`src/rtl/divisor_frecuencia.sv`:
```
// Fixed-ratio clock divider: clk_in / DIV with a registered, glitch-free clk_div.
// Low phase is ceil(DIV/2) cycles, high phase floor(DIV/2) cycles.
module divisor_frecuencia #(
    parameter int CLK_FREQ_HZ = 50_000_000,
    parameter int BAUD        = 9600
) (
    input  logic clk_in,
    input  logic reset,
    output logic clk_div
);

    localparam int DIV_RAW = CLK_FREQ_HZ / BAUD;
    localparam int DIV     = (DIV_RAW < 2) ? 2 : DIV_RAW;
    localparam int LO      = DIV - (DIV / 2);
    localparam int CW      = ($clog2(DIV) < 1) ? 1 : $clog2(DIV);

    localparam logic [CW-1:0] CNT_LAST = CW'(DIV - 1);
    localparam logic [CW-1:0] CNT_LO   = CW'(LO);

    logic [CW-1:0] cnt_q = '0;
    logic [CW-1:0] cnt_d;
    logic [CW-1:0] cnt_inc;
    logic          clk_div_q = 1'b0;
    logic          clk_div_d;

    assign cnt_inc = cnt_q + 1'b1;

    // Output level is decided from the next count so the flop alone drives clk_div.
    always_comb begin
        cnt_d     = cnt_inc;
        clk_div_d = (cnt_inc >= CNT_LO);
        if (cnt_q == CNT_LAST) begin
            cnt_d     = '0;
            clk_div_d = 1'b0;
        end
    end

    always_ff @(posedge clk_in) begin
        if (reset) begin
            cnt_q     <= '0;
            clk_div_q <= 1'b0;
        end else begin
            cnt_q     <= cnt_d;
            clk_div_q <= clk_div_d;
        end
    end

    assign clk_div = clk_div_q;

endmodule

```
`config.mk`:
```
export PLATFORM = sky130hd
export DESIGN_NAME = divisor_frecuencia
export DESIGN_NICKNAME = d
export VERILOG_FILES = /design/src/rtl/divisor_frecuencia.sv
export SDC_FILE = /design/constraint.sdc
export NUM_CORES = 1
export LEC_CHECK = 0
export BUFFER_PORTS_ARGS = -buffer_cell sky130_fd_sc_hd__buf_4
export CAP_MARGIN = 30
export CELL_PAD_IN_SITES_DETAIL_PLACEMENT = 2
export CELL_PAD_IN_SITES_GLOBAL_PLACEMENT = 2
export CORE_MARGIN = 3
export CORE_UTILIZATION = 35
export DETAILED_ROUTE_END_ITERATION = 8
export HOLD_SLACK_MARGIN = 0.08
export PLACE_DENSITY_LB_ADDON = 0.15
export SLEW_MARGIN = 25
export SYNTH_ARGS = -nofsm -noshare
export SYNTH_HDL_FRONTEND = slang
export SYNTH_SLANG_ARGS = --single-unit
```
`constraint.sdc`:
```
create_clock -name clk_in -period 2.6 [get_ports clk_in]
set_input_delay 0.78 -clock clk_in [delete_from_list [all_inputs] [get_ports clk_in]]
set_output_delay 0.78 -clock clk_in [all_outputs]
set_load 0.1 [all_outputs]
```
==> summary.txt <==
Run status
  • Status: complete, no violations

Routing
  • DRT Pass-1 Iters: 4
  • Drt drc: 0
  • Vias per inst: 5.38
  • Vias: 640
  • Total Wirelength: 1810 µm
  • DRT iter0 DRCs: 5
  • Metal2 WL: about 800 µm
  • Post-route ant nets: 0
  • Metal-1 WL: slightly above 900 µm
  • DR WL met3: ~33 µm
  • WL/cell: about 15 µm
  • Top routing layer used: met4

Floorplan
  • Rows: 16
  • DIE HEIGHT: about 52 µm
  • Die width: about 52 µm
  • CORE AREA: 2000 µm²
  • Die ar.: ~2700 µm²
  • Starting Density: a little under two fifths
  • Io pins: 3

Worst setup path
  • WP data arrival: 2.38 ns
  • Critical path cell sequence: ha_1 > nand3_1 > or4_1 > o311a_1 > nor4b_2 > o22ai_1
  • Worst Path Max Fanout: 9
  • Worst path slowest cell: or4_1
  • Crit Path Category: reg -> reg
  • Worst path top cell family by delay: simple AND/OR/NAND/NOR gates
  • Endpoint class of the critical path: flip-flop
  • Data required time of the worst path: 2.78 ns
  • Bufs and invs on worst path: 0
  • CP startpoint kind: flip-flop
  • CP max stage delay: 0.51 ns

Finish
  • Area grow syn2layout: 8.15%
  • Final #Nets: between 90 and 100
  • Share of layout cells above drive strength 1: a little over a tenth
  • Core Util, Final: between 40% and 50%
  • Layout Cells excl Fill: roughly 120
  • Ant diodes: 0
  • Number of fill cells: 225

Place
  • HPWL after DPL: around 1300 µm
  • Port buffer count: 2
  • Setup WS pre-CTS: 0.417 ns
  • Placed instance count: ~120
  • Final Wtd Congestion: about 0.77

Timing
  • RSZ-0062 raised after global routing: false
  • Fin. Hold Viols: 0
  • Worst-Margin Slew: 0.376 ns
  • Post-route clock period utilization: between 80 and 90%
  • Relative max-transition margin: 74.3%
  • Clk_skew: between 0.008 and 0.009 ns
  • Setup slack after layout: approximately 0.39 ns
  • Total negative setup slack: 0 ns
  • Fmax: around 0.45 GHz
  • Tmin final: 2.21 ns
  • Max-slew violations: 0
  • Final setup viols: 0

Synth
  • YS warnings: 0
  • Most instantiated library cell after synthesis: nor2_1
  • Cell taking the most area after synthesis: dfxtp_1
  • Synth top area share: 37.3%
  • Top FF cell, synth: dfxtp_1
  • Synth async-reset ratio: 0%
  • #FFs+latches synth: 14
  • Unique cell type count in the Yosys netlist: 32
  • Number of enable flip-flop cells after synthesis: 0
  • Mapped Area: roughly 750 µm²
  • Synth Instances: around 90
  • Synthesized Nets: 94
  • Synth top area cells: dfxtp_1 37%, xnor2_1 13%, nor2_1 8.5%, nand3_1 4.0%, inv_1 3.5%
  • Commonest cells post-synth: 17 x nor2_1, 14 x dfxtp_1, 11 x xnor2_1
  • Mapped Avg Cell Area: 8.26 µm²
  • Seq/Total Area, Yosys: between 30% and 40%

Clocking
  • Total CTS buffers: 3
  • Hold_buf cts: 0
  • Clock Path Buffers: 2
  • PostCTS Resize Cnt: 0
  • Sink Count: 14
  • H-tree Lvls: 1
  • Reg clk slew, reported paths: 0.10 ns
  • CTS tree: yes
  • Clk_lat worst skew: 0.29 ns
  • Postcts setup bufs: 0
  • Clock Tree Root: clkbuf_4

Power and ir drop
  • P_leak: approximately 0.26 nW
  • Switching pwr: 98.6 µW
  • PwrDens: 504 nW/µm²
  • Worst VDD drop: 0.239 mV
  • Combinational power share: roughly 4.4%
  • Clk pwr share: 40.6%
  • Final Power: roughly 410 µW
  • Sequential Power Share: between 50% and 60%
  • Switching fraction of total power: 24.1%
  • Pint: approximately 310 µW

GRT
  • GRT Residual Overflow: 0
  • First-pass GRT wire length: ~3300 µm
  • Vias in the first global route: roughly 680
  • Initial antenna violation count: 0
  • Tot GR Track Use: ~17%
  • Largest net degree at the start of global routing: 10

Min path
  • Hold Crit Class: reg -> reg

Run
  • Maxcap violations: 0
layout by cell type (no fill, tap or decap), types with 2 or more instances in the layout:
| master | n |
|---|---|
| nor3_1 | 3 |
| nand2_1 | 4 |
| clkbuf_4 | 3 |
| buf_4 | 3 |
| nor4_1 | 2 |
| nand3_1 | 6 |
| or4_1 | 2 |
| nor2_1 | 17 |
| xnor2_1 | 11 |
| dfxtp_1 | 14 |
| inv_1 | 7 |
routing by layer:
| metal | up-vias | track usage (%) |
|---|---|---|
| li1 | 317 | - |
| met2 | 5 | 24.6 |
| met5 | - | 0 |
| met3 | 5 | 2.56 |
| met4 | 0 | 7.66 |
| met1 | 313 | 23.3 |
power groups by stage:
stage	sequential (mW)	combinational [mW]	clock, mW
5_1_grt	0.227	0.0210	0.182
3_5_place_dp	0.231	0.0181	0
3_3_place_gp	0.230	0.0177	0
6_report	0.226	0.0179	0.166
2_1_floorplan	0.227	0.0155	0
4_1_cts	0.226	0.0184	0.172
stage by stage:
| stage | cell area [µm²] | hold WS [ns] |
|---|---|---|
| global route | 813 | 0.577 |
| detailed placement | 777 | 0.505 |
| floorplan | 752 | 0.471 |
| global placement | 777 | 0.489 |
| CTS | 813 | 0.527 |
| finish | 813 | 0.521 |
final cells by class:
class	count	area, µm²	area share [%]
multi-input combinational	64	414	50.9
clock buffer	4	36.3	4.46
tap	27	33.8	4.15
sequential	14	280	34.5
inverter	7	26.3	3.23
timing repair buffer	3	22.5	2.77
kinds of logic after synthesis:
logic type               share of synthesized area, %
XOR/XNOR                                         12.8
flip-flops                                       37.3
buffers and inverters                            7.65
AND/OR/NAND/NOR                                  29.9
adder cells (fa/ha/maj)                          1.66
AO/OA/AOI/OAI                                    10.6
sequential cells by signal, summed over array words and instances, names as in the netlist:
signal	count
cnt_q	13
clk_div	1
worst paths after layout:
check                      start             endpoint  slack (ns)  depth (start not counted)
max          cnt_q[0]$_SDFF_PP0_   clk_div$_SDFF_PP0_        0.39                          6
min          cnt_q[0]$_SDFF_PP0_  cnt_q[0]$_SDFF_PP0_        0.52                          1
max reg2reg  cnt_q[0]$_SDFF_PP0_   clk_div$_SDFF_PP0_        0.39                          6
min reg2reg  cnt_q[0]$_SDFF_PP0_  cnt_q[0]$_SDFF_PP0_        0.52                          1
(Power assumes the default switching activity.)
